**config.mk**
```make
export PLATFORM = sky130hd
export DESIGN_NAME = sha256_host_ctrl
export DESIGN_NICKNAME = d
export VERILOG_FILES = /design/src/rtl/sha256_host_ctrl.sv
export SDC_FILE = /design/constraint.sdc
export NUM_CORES = 1
export LEC_CHECK = 0
export ABC_AREA = 1
export BUFFER_PORTS_ARGS = -buffer_cell sky130_fd_sc_hd__buf_2
export CORE_MARGIN = 1.5
export CORE_UTILIZATION = 45
export DETAILED_ROUTE_END_ITERATION = 8
export PLACE_DENSITY = 0.8
export SETUP_SLACK_MARGIN = 0.02
export SYNTH_ARGS = -nofsm -noshare
export SYNTH_HDL_FRONTEND = slang
export SYNTH_SLANG_ARGS = --single-unit
```
**constraint.sdc**
```tcl
create_clock -name clk -period 1.6 [get_ports clk]
set_input_delay 0.16 -clock clk [delete_from_list [all_inputs] [get_ports clk]]
set_output_delay 0.16 -clock clk [all_outputs]
set_load 0.02 [all_outputs]
```
**src/rtl/sha256_host_ctrl.sv**
```systemverilog
// Host-side controller for the SHA-256 engine's shared word memory.
// Streams a message into memory, kicks the engine, waits for completion,
// then reads the 8-word digest back out as a valid/ready stream.
module sha256_host_ctrl #(
   parameter int unsigned NUM_OF_WORDS = 20
) (
   input  logic        clk,
   input  logic        reset,
   input  logic [15:0] message_addr,
   input  logic [15:0] output_addr,
   input  logic        msg_valid,
   input  logic [31:0] msg_data,
   output logic        msg_ready,
   output logic        mem_grant_host,
   output logic        mem_we,
   output logic [15:0] mem_addr,
   output logic [31:0] mem_write_data,
   input  logic [31:0] mem_read_data,
   output logic        sha_start,
   input  logic        sha_done,
   output logic        digest_valid,
   output logic [31:0] digest_data,
   output logic        digest_last,
   input  logic        digest_ready,
   output logic        busy,
   output logic        error
);

   typedef enum logic [2:0] {
      S_LOAD,
      S_KICK,
      S_WAIT_LOW,
      S_WAIT_HIGH,
      S_RD_ADDR,
      S_RD_DATA,
      S_OUT
   } state_t;

   localparam logic [5:0] LAST_WC = 6'(NUM_OF_WORDS - 1);

   state_t      state_q;
   logic [5:0]  wc_q;
   logic [2:0]  dc_q;
   logic [1:0]  tmo_q;
   logic        grant_q;
   logic        we_q;
   logic [15:0] addr_q;
   logic [31:0] wdata_q;
   logic        start_q;
   logic        dvalid_q;
   logic [31:0] ddata_q;
   logic        dlast_q;
   logic        busy_q;
   logic        error_q;

   logic [15:0] wr_addr_d;
   logic [15:0] rd_next_d;

   // Address arithmetic wraps modulo 2^16 by construction of the 16-bit sums.
   always_comb begin
      wr_addr_d = message_addr + {10'd0, wc_q};
      rd_next_d = output_addr + {13'd0, dc_q} + 16'd1;
   end

   assign msg_ready      = (state_q == S_LOAD) && !reset;
   assign mem_grant_host = grant_q;
   assign mem_we         = we_q;
   assign mem_addr       = addr_q;
   assign mem_write_data = wdata_q;
   assign sha_start      = start_q;
   assign digest_valid   = dvalid_q;
   assign digest_data    = ddata_q;
   assign digest_last    = dlast_q;
   assign busy           = busy_q;
   assign error          = error_q;

   // Control FSM with all outputs registered alongside the state.
   always_ff @(posedge clk) begin
      if (reset) begin
         state_q  <= S_LOAD;
         wc_q     <= '0;
         dc_q     <= '0;
         tmo_q    <= '0;
         grant_q  <= 1'b1;
         we_q     <= 1'b0;
         addr_q   <= '0;
         wdata_q  <= '0;
         start_q  <= 1'b0;
         dvalid_q <= 1'b0;
         ddata_q  <= '0;
         dlast_q  <= 1'b0;
         busy_q   <= 1'b0;
         error_q  <= 1'b0;
      end else begin
         case (state_q)
            S_LOAD: begin
               if (msg_valid) begin
                  we_q    <= 1'b1;
                  addr_q  <= wr_addr_d;
                  wdata_q <= msg_data;
                  wc_q    <= wc_q + 6'd1;
                  error_q <= 1'b0;
                  busy_q  <= 1'b1;
                  if (wc_q == LAST_WC) state_q <= S_KICK;
               end else begin
                  we_q <= 1'b0;
               end
            end
            S_KICK: begin
               we_q    <= 1'b0;
               grant_q <= 1'b0;
               start_q <= 1'b1;
               tmo_q   <= '0;
               state_q <= S_WAIT_LOW;
            end
            // A done level still high from before the start is not completion;
            // only a low-then-high sequence counts.
            S_WAIT_LOW: begin
               start_q <= 1'b0;
               if (!sha_done) begin
                  state_q <= S_WAIT_HIGH;
               end else if (tmo_q == 2'd3) begin
                  error_q <= 1'b1;
                  grant_q <= 1'b1;
                  wc_q    <= '0;
                  busy_q  <= 1'b0;
                  state_q <= S_LOAD;
               end else begin
                  tmo_q <= tmo_q + 2'd1;
               end
            end
            // Read address is registered on entry to RD_ADDR so the memory
            // sees it during RD_ADDR and returns data during RD_DATA.
            S_WAIT_HIGH: begin
               if (sha_done) begin
                  grant_q <= 1'b1;
                  dc_q    <= '0;
                  addr_q  <= output_addr;
                  state_q <= S_RD_ADDR;
               end
            end
            S_RD_ADDR: begin
               we_q    <= 1'b0;
               state_q <= S_RD_DATA;
            end
            S_RD_DATA: begin
               ddata_q  <= mem_read_data;
               dvalid_q <= 1'b1;
               dlast_q  <= (dc_q == 3'd7);
               state_q  <= S_OUT;
            end
            S_OUT: begin
               if (digest_ready) begin
                  dvalid_q <= 1'b0;
                  dlast_q  <= 1'b0;
                  if (dc_q == 3'd7) begin
                     wc_q    <= '0;
                     dc_q    <= '0;
                     busy_q  <= 1'b0;
                     state_q <= S_LOAD;
                  end else begin
                     dc_q    <= dc_q + 3'd1;
                     addr_q  <= rd_next_d;
                     state_q <= S_RD_ADDR;
                  end
               end
            end
            default: state_q <= S_LOAD;
         endcase
      end
   end

endmodule
```
==> results of run 1 <==
-- cells in the mapped netlist, drive strengths merged --
cell      n
nand4     2
a211oi    1
nand3    66
o211ai    1
clkbuf   20
clkinv    1
inv      67
dfxtp   101
or2       3
a22o      1
fa        2
and3      1
o22ai     2
buf      14
nand3b    3
o21bai    1
nor2    140
xnor2     1
a31oi     1
o21ai    69
o211a     1
a22oi     1
ha       14
a21boi    2
nor3      5
nand2   173
a21oi    79
o31ai     2
nor3b     3
-- metrics by stage --
step	setup WS [ns]	hold WS, ns	util, %	total power [mW]
6_report	-0.118	0.0226	66.1	5.96
5_1_grt	-0.214	0.0302	66.1	6.18
4_1_cts	-0.0326	0.0238	63.1	5.87
3_5_place_dp	-0.137	0.387	58.5	3.68
3_3_place_gp	-0.0674	0.381	58.5	3.67
2_1_floorplan	0.0193	0.295	-	3.27
-- cell families after synthesis --
group,synth area share [%]
AO/OA/AOI/OAI,16.2
XOR/XNOR,0.169
adder cells (fa/ha/maj),4.15
buffers and inverters,8.23
flip-flops,39.0
AND/OR/NAND/NOR,32.3
-- final cells by class --
class / instances / area, um^2 / area share (%)
diodes: 1 / 2.50 / 0.0334
clock buffers: 9 / 225 / 3.01
clock inverters: 7 / 66.3 / 0.886
inverters: 68 / 268 / 3.58
multi-input cells: 574 / 3130 / 41.8
flip-flops and latches: 101 / 2040 / 27.2
well taps: 143 / 179 / 2.39
repair buffers: 257 / 1580 / 21.2
-- per-layer routing --
| metal | wire length [um] | part of all wire (%) | global-route usage (%) |
|---|---|---|---|
| met1 | 7050 | 43 | 32.3 |
| met5 | 0 | 0 | 0 |
| met3 | 1030 | 6.3 | 4.76 |
| met2 | 7940 | 48 | 40.8 |
| met4 | 386 | 2.4 | 8.70 |
-- worst max-delay path, delay by kind of cell (launching register included) --
family / cells / cell delay (ns)
adder cells (fa/ha/maj): 1 / 0.19
AND/OR/NAND/NOR: 5 / 0.57
buffers and inverters: 4 / 0.31
flip-flops: 1 / 0.34
AO/OA/AOI/OAI: 1 / 0.21
-- power by group through the flow --
stage / clock network [mW] / registers (mW) / logic [mW]
finish: 2.17 / 2.70 / 1.09
global route: 2.29 / 2.71 / 1.18
CTS: 2.18 / 2.70 / 0.988
detailed placement: 0 / 2.76 / 0.929
global placement: 0 / 2.76 / 0.916
floorplan: 0 / 2.90 / 0.376
-- flip-flops by register name (all words and copies together) (netlist names), 2 cells and up --
register / flops
dc_q: 3
digest_data: 32
mem_addr: 16
mem_write_data: 32
state_q: 3
tmo_q: 2
wc_q: 6
-- repair_timing --
item,4_1_cts,5_1_grt
setup buffers,4,5
hold endpoints to repair,0,0
setup endpoints to repair,38,74
resized for setup,58,73
gates cloned,1,1
pin swaps,18,28
-- how the worst max path moves through the flow --
stage	end	slack [ns]	cells after the start
after floorplan	mem_addr[6]	0.02	13
after global placement	mem_addr[4]	-0.07	12
after detailed placement	mem_addr[4]	-0.14	12
after CTS	mem_addr[6]	-0.03	13
after global routing	mem_addr[7]	-0.21	11
final	mem_addr[7]	-0.12	11
==> results.tsv, run 1 <==
metric	value	unit
final setup TNS	-0.749	ns
global-route total usage across every layer	24.8	%
final cell count without fillers	1160	
unrepaired setup endpoints after global routing	true	
htree depth	3	
post-DR wirelength/cell	14.1	um
number of core rows	39	
Pre-Repair DR Iteration Count	5	
VDD IR max	0.505	mV
P_sw	1.78	mW
slowest stage delay, CP	0.34	ns
Clk Latency, worst-skew pair	0.35	ns
Vias	6027	
Hold Path Stages	3	
die width	110	um
maximum clock frequency	582	MHz
Cells after Synth	777	
initial core utilization	45.8	%
Min-Delay Endpoint	mem_write_data[10]	
total CTS buffers	9	
Pint	4.18	mW
kind of critical path	reg -> reg	
synthesized area per cell	6.67	um^2
hold wc startpoint	msg_data[10]	
Sw Share	29.9	%
Comb pwr share	18.2	%
Synth Cell Area	5190	um^2
leakage power	3.72	nW
commonest non-fill, non-tap cell in the layout	buf_2	
fin crit period	1.72	ns
first-pass GRT wire length	24.1	mm
CTS sink cnt	101	
Netlist cell types	40	
Flop pwr share	45.4	%
violated checks	negative setup slack	
Post-Syn Nets	894	
startpoint class of the critical path	flop	
final clock skew	0.00909	ns
number of port buffers	188	
Vias/cell	5.20	
top post-synthesis cells by area	dfxtp_1, nand2_1, nor2_1, a21oi_1, nand3_1	
total core area	11300	um^2
Critical R2R Launch	dc_q[0]	
Slew HR	75.5	%
crit path cell chain	inv_2, buf_4, ha_1, inv_1, nand3_1, nand2_2, nand2_1, o21ai_1, nand3_1, nand2_1, inv_1	
GPL Wtd Cong	0.913	
final setup vio count	16	
final hold violations	0	
Critical Path AT	1.98	ns
Fill cells	948	
period utilization	107	%
crit path capture type	flop	
maxcap violations	0	
sequential area share after synthesis	39.0	%
DIE AREA	12200	um^2
worst min path class	in -> reg	
Syn-to-layout area delta	44.3	%
setup slack after layout	-0.118	ns
Clock Path Buffers	2	
final-stage net count	1128	
antenna violations before repair	1	
CTS tree	done	
CP max FO	4	
Clock power frac	36.4	%
drt total wl	16.4	mm
Worst Reg-to-Reg Cells	11	
Cell Area, Placed	6620	um^2
status	complete, but fails checks	
Max Slew Vio Count	0	
largest net degree at the start of global routing	36	
vias in the first global route	5335	
Yosys Warn Count	0	
cts hold-fix bufs	0	
share of cells above drive strength 1	36.5	%
hpwl dp	11.0	mm
most frequent cells in the layout	buf_2, nand2_1, nor2_1, dfxtp_1, a21oi_1	
Ports	189	
Routed Antenna Nets	0	
Design Area, Final	7490	um^2
Crit. Startpoint	dc_q[0]	
worst reg2reg path endpoint	mem_addr[7]	
Crit path required time	1.86	ns
Synth Register Bits	101	
Synth area leader	dfxtp_1	
drt drc	0	
Clock Tree Root	clkbuf_16	
pwr/cell area	796	nW/um^2
share of the synthesized area in the top cell type	39.0	%
Worst-path clk slew	0.08	ns
CP max-delay cell	dfxtp_2	
worst slew pin tran	0.366	ns
grt ovf	0	
Iter 0 DRT Violations	418	
reg2reg setup slack	-0.12	ns
DP Cell Count	1133	
die height	110	um
Note: power is estimated with default switching activity, not from simulation.
==> run 2: changes to the inputs <==
PLACE_DENSITY = 0.77   (was 0.8)
==> run 2 against run 1 <==
  * The run still ends with negative setup slack left
  * Register-to-register slack gained 0.08 ns
  * Sequential share of layout area grew 1.3 points
  * Clock power grew 4%
  * Die area is the same
  * Global-route usage shrank 1.1 points
  * Non-clock buffer count shrank 18
  * Fmax grew 4.6%
  * Utilization shrank 2.8 points
  * Critical path depth grew 2
  * Clock-buffer cell count grew 1
  * Design area shrank 4.2%
  * Highest routed layer unchanged
==> results.tsv, run 2 (synthesis results as in run 1) <==
metric	value	unit	change
fin crit period	1.64	ns	-0.0755 ns
setup slack after layout	-0.0423	ns	+0.0755 ns
final clock skew	0.00981	ns	+0.000716 ns
period utilization	103	%	-4.7 points
Worst-path clk slew	0.07	ns	about the same
DIE AREA	12200	um^2	unchanged
Routed Antenna Nets	0		unchanged
vias in the first global route	5003		-6.2%
Critical Path AT	1.93	ns	-0.05 ns
violated checks	negative setup slack		
kind of critical path	reg -> reg		
unrepaired setup endpoints after global routing	true		
GPL Wtd Cong	0.883		-3.3%
largest net degree at the start of global routing	46		+28%
Syn-to-layout area delta	38.2	%	
crit path capture type	flop		
Fill cells	1021		+7.7%
post-DR wirelength/cell	13.0	um	-8.2%
VDD IR max	0.655	mV	+30%
Clk Latency, worst-skew pair	0.35	ns	about the same
drt drc	0		unchanged
Reg area	2040	um^2	+0.18%
worst min path class	in -> reg		
total core area	11300	um^2	unchanged
Ports	189		unchanged
Clock Path Buffers	2		unchanged
area of the multi-input gates	3000	um^2	-4.2%
hold slack final	0.0287	ns	+0.00607 ns
CTS tree	done		
maxcap violations	0		unchanged
final hold violations	0		unchanged
CP max-delay cell	fa_2		
slowest stage delay, CP	0.34	ns	about the same
share of cells above drive strength 1	33.0	%	-3.5 points
initial core utilization	45.8	%	unchanged
Vias/cell	4.92		-5.2%
leakage power	3.54	nW	-4.8%
CTS sink cnt	101		unchanged
maximum clock frequency	609	MHz	+4.6%
Crit path required time	1.88	ns	+0.02 ns
hpwl dp	10.5	mm	-4.2%
Max Slew Vio Count	0		unchanged
Slew HR	74.8	%	-0.68 points
grt ovf	0		unchanged
final setup vio count	7		-9
die height	110	um	unchanged
Vias	5624		-6.7%
Top Family by Delay on Critical Path	simple AND/OR/NAND/NOR gates		
drt total wl	14.8	mm	-9.6%
total power	5.95	mW	-0.17%
most frequent cells in the layout	buf_2, nand2_1, nor2_1, dfxtp_1, a21oi_1		
global-route total usage across every layer	23.6	%	-1.1 points
status	complete, but fails checks		
pwr/cell area	830	nW/um^2	+4.2%
antenna violations before repair	1		unchanged
number of port buffers	188		unchanged
commonest non-fill, non-tap cell in the layout	buf_2		
number of core rows	39		unchanged
worst slew pin tran	0.376	ns	+0.0101 ns
final-stage net count	1110		-1.6%
crit path buf inv count	3		-1
first-pass GRT wire length	22.8	mm	-5.7%
Clock Tree Root	clkbuf_16		
die width	110	um	unchanged
Iter 0 DRT Violations	354		-15%
htree depth	3		unchanged
crit path cell chain	inv_2, ha_4, inv_2, fa_2, nand2_2, nand2_4, nand2_2, inv_1, nand4_1, nand2_1, nor2_2, nor2_1, a21oi_1		
Pre-Repair DR Iteration Count	5		unchanged
CP max FO	4		unchanged
final cell count without fillers	1142		-1.6%
DP Cell Count	1122		-0.97%
startpoint class of the critical path	flop		
total CTS buffers	9		unchanged
[run 2: changes by cell type in the layout (fill, tap and decap cells not counted), moves of 4 or more]
cell and delta:
o21ai_0 +8, nor2_1 +4, nand2_4 -9, nand2_1 +9, buf_4 -14, o21ai_1 -5
[run 2: layer usage]
metal	vias to the layer above	wire, um	GRT usage, %
met5	-	0	0
met1	2478	6670	30.6
met3	15	832	5.23
met4	0	207	7.51
li1	2963	-	-
met2	168	7120	39.1
[run 2: area by class of cell]
| cell class | instances | share of cell area (%) |
|---|---|---|
| multi-input combinational | 574 | 41.8 |
| sequential | 101 | 28.4 |
| timing repair buffer | 239 | 19.3 |
| inverter | 68 | 3.73 |
| clock buffer | 10 | 3.19 |
| tap | 143 | 2.50 |
| clock inverter | 6 | 0.977 |
| antenna | 1 | 0.0349 |
[run 2: final timing paths]
kind | startpoint | to | slack [ns] | cells past startpoint
min | msg_data[15] | mem_write_data[15] | 0.03 | 3
min reg2reg | digest_valid | digest_valid | 0.46 | 2
max | dc_q[0] | mem_addr[12] | -0.04 | 13
max reg2reg | dc_q[0] | mem_addr[12] | -0.04 | 13
[run 2: timing repair]
action,4_1_cts,5_1_grt
resized for setup,37,44
endpoints found under the setup margin,19,66
buffers inserted,0,2
cloned,0,1
hold buffers,0,0
endpoints found under the hold margin,0,0
pin swaps,11,14
[run 2: stage by stage]
stage / instance area (um^2) / worst slack, ns / TNS, ns / util, %
floorplan: 5200 / 0.0193 / 0 / -
finish: 7170 / -0.0423 / -0.191 / 63.3
detailed placement: 6550 / -0.0896 / -0.425 / 57.9
global route: 7170 / -0.153 / -1.98 / 63.3
CTS: 6980 / -0.0610 / -0.212 / 61.7
global placement: 6550 / -0.0746 / -0.288 / 57.9
[run 2: worst register-to-register path: stages, from the launching register on]
cell     delay, ns
dfxtp_2       0.33
inv_2         0.07
ha_4          0.13
inv_2         0.03
fa_2          0.34
nand2_2       0.09
nand2_4       0.08
nand2_2       0.07
inv_1         0.05
nand4_1       0.07
nand2_1       0.07
nor2_2        0.09
nor2_1        0.06
a21oi_1       0.11
[run 2: where the power goes]
part / internal, mW / switching (mW) / total, mW
logic: 0.408 / 0.592 / 1.00
clock network: 1.23 / 1.02 / 2.25
registers: 2.64 / 0.0666 / 2.70
==> run 3: changes to the inputs <==
ABC_AREA = 0   (was 1)
CAP_MARGIN = 40   (was default)
CORE_UTILIZATION = 44   (was 45)
PLACE_DENSITY = 0.76   (was 0.77)
==> run 3 against run 2 <==
  * The run still ends with negative setup slack left
  * Critical path depth is 5 lower
  * Register-to-register slack worse by 0.34 ns
  * Fmax is 17% lower
  * Setup slack worse by 0.34 ns
  * Synthesized cell count is 20% lower
  * Clock power is 21% lower
  * Die area is 3.3% lower
  * Highest routed layer unchanged
  * Clock-buffer cell count stayed put
==> results.tsv, run 3 <==
metric	value	unit	change
Iter 0 DRT Violations	522		+47%
total CTS buffers	9		unchanged
fin crit period	1.98	ns	+0.342 ns
Clock Tree Root	clkbuf_8		
sequential area share after synthesis	41.3	%	+2.3 points
Synth area leader	dfxtp_1		
DP Cell Count	972		-13%
most frequent cells in the layout	buf_2, nand2_1, dfxtp_1, buf_4, a21oi_1		
met3 Usage GRT	6.57	%	+1.3 points
Crit path required time	1.90	ns	+0.02 ns
top cells by count, synth	nand2_1, dfxtp_1, a21oi_1, nor2_1, clkbuf_1		
drt total wl	19.0	mm	+28%
number of core rows	38		-2.6%
Synth Register Bits	101		unchanged
Clock Path Buffers	2		unchanged
die height	109	um	-1.7%
pwr/cell area	1160	nW/um^2	+40%
vias in the first global route	5506		+10%
drt drc	0		unchanged
global-route total usage across every layer	26.9	%	+3.3 points
Yosys Warn Count	0		unchanged
share of cells above drive strength 1	48.8	%	+16 points
Max Slew Vio Count	0		unchanged
CTS tree	done		
pre-CTS setup slack	-0.336	ns	-0.246 ns
crit path capture type	flop		
antenna cells	0		-1
hold slack final	0.0123	ns	-0.0164 ns
final clock skew	0.0136	ns	+0.00377 ns
die width	109	um	-1.7%
htree depth	3		unchanged
GPL Wtd Cong	0.852		-3.5%
setup slack after layout	-0.384	ns	-0.342 ns
Pre-Repair DR Iteration Count	5		unchanged
Synth Cell Area	4900	um^2	-5.5%
first-pass GRT wire length	25.2	mm	+10%
Worst-path clk slew	0.11	ns	+0.04 ns
VDD IR max	1.07	mV	+64%
Ports	189		unchanged
synthesized area per cell	7.89	um^2	+18%
leakage power	3.58	nW	+0.90%
busiest grt layer	met2		
Cells after Synth	621		-20%
main flop type after synthesis	dfxtp_1		
FFs w/ async S/R, synth	0	%	unchanged
antenna violations before repair	0		-1
CP max FO	5		+1
Clk Latency, worst-skew pair	0.38	ns	+0.03 ns
final cell count without fillers	1050		-8.1%
Design Area, Final	8100	um^2	+13%
total core area	10800	um^2	-4.2%
startpoint class of the critical path	flop		
Post-Syn Nets	738		-17%
violated checks	negative setup slack		
period utilization	124	%	+21 points
Netlist cell types	65		+63%
Syn-to-layout area delta	65.4	%	
worst min path class	in -> reg		
most common cell in the netlist	nand2_1		
unrepaired setup endpoints after global routing	true		
Slew HR	67.9	%	-6.9 points
Cell Area, Placed	6450	um^2	-1.5%
maxcap violations	0		unchanged
number of port buffers	188		unchanged
final-stage net count	1022		-7.9%
status	complete, but fails checks		
initial core utilization	45.2	%	-0.61 points
commonest non-fill, non-tap cell in the layout	buf_2		
Vias	5907		+5.0%
final hold violations	0		unchanged
largest net degree at the start of global routing	42		-8.7%
final setup vio count	43		+36
total power	9.40	mW	+58%
share of the synthesized area in the top cell type	41.3	%	+2.3 points
worst slew pin tran	0.479	ns	+0.103 ns
met2 global-route usage	46.6	%	+7.6 points
DIE AREA	11800	um^2	-3.3%
top post-synthesis cells by area	dfxtp_1, nand2_1, a21oi_1, ha_1, nor2_1		
Vias/cell	5.63		+14%
Routed Antenna Nets	0		unchanged
M1 GR Usage	30.5	%	-0.13 points
hpwl dp	10.5	mm	+0.41%
Fill cells	720		-29%
post-DR wirelength/cell	18.1	um	+40%
Critical Path AT	2.29	ns	+0.36 ns
maximum clock frequency	504	MHz	-17%
CTS sink cnt	101		unchanged
grt ovf	0		unchanged
Post-synth EDFFs	0		unchanged
kind of critical path	reg -> reg		
-- run 3: layout make-up --
type                       count  area, um^2  share of cell area (%)
tap                          140         175                    2.16
sequential                   101        2040                    25.2
clock inverter                 6        68.8                   0.849
timing repair buffer         313        2170                    26.8
inverter                      11        41.3                   0.509
multi-input combinational    469        3470                    42.8
clock buffer                  10         138                    1.70
-- run 3: worst max-delay path: stages (launching register included) --
cell and delay, ns:
dfxtp_2 0.35, ha_4 0.16, fa_2 0.35, a21oi_2 0.18, o211ai_1 0.24, nand4_1 0.19, xnor2_1 0.13, nand2_1 0.08
a311oi_1 0.23
-- run 3: kinds of logic (layout without fill, tap and decap cells) --
group / count (synthesis) / count (layout) / share of synthesized area, %
compound gates: 172 / 172 / 21.7
xor+xnor: 19 / 19 / 3.40
fa+ha+maj: 16 / 16 / 4.39
buf+inv: 52 / 340 / 4.93
flops: 101 / 101 / 41.3
mux: 3 / 3 / 0.613
simple gates: 258 / 259 / 23.7
-- run 3: power by group --
part           total (mW)  leakage [nW]  switching, mW  internal [mW]
combinational        4.52          2.64           2.56           1.96
clock                1.77         0.109          0.986          0.785
sequential           3.11         0.831          0.245           2.87
-- run 3: repair_timing --
action | 4_1_cts | 5_1_grt
gates resized for setup | 57 | 138
setup buffers | 8 | 8
endpoints found under the hold margin | 43 | 1
pin swaps | 23 | 87
endpoints found under the setup margin | 56 | 59
cloned | 3 | 3
hold buffers | 43 | 1
-- run 3: per-layer routing --
layer  routed length, um  share of wire, %  up-vias
met5                   0                 0        -
met2                9720                51      301
met4                 580               3.0        0
li1                    -                 -     2734
met3                1410               7.4       56
met1                7320                38     2816
-- run 3: final timing paths --
check / from / endpoint / slack [ns] / cells after the start
max reg2reg: wc_q[0] / mem_addr[14] / -0.38 / 8
max: wc_q[0] / mem_addr[14] / -0.38 / 8
min: mem_read_data[26] / digest_data[26] / 0.01 / 3
min reg2reg: digest_data[3] / digest_data[3] / 0.45 / 2
-- run 3: through the flow --
stage	setup TNS, ns	util (%)
floorplan	-1.12	-
global placement	-3.25	59.5
detailed placement	-5.04	59.5
CTS	-3.17	68.5
global route	-7.27	74.8
finish	-4.56	74.8
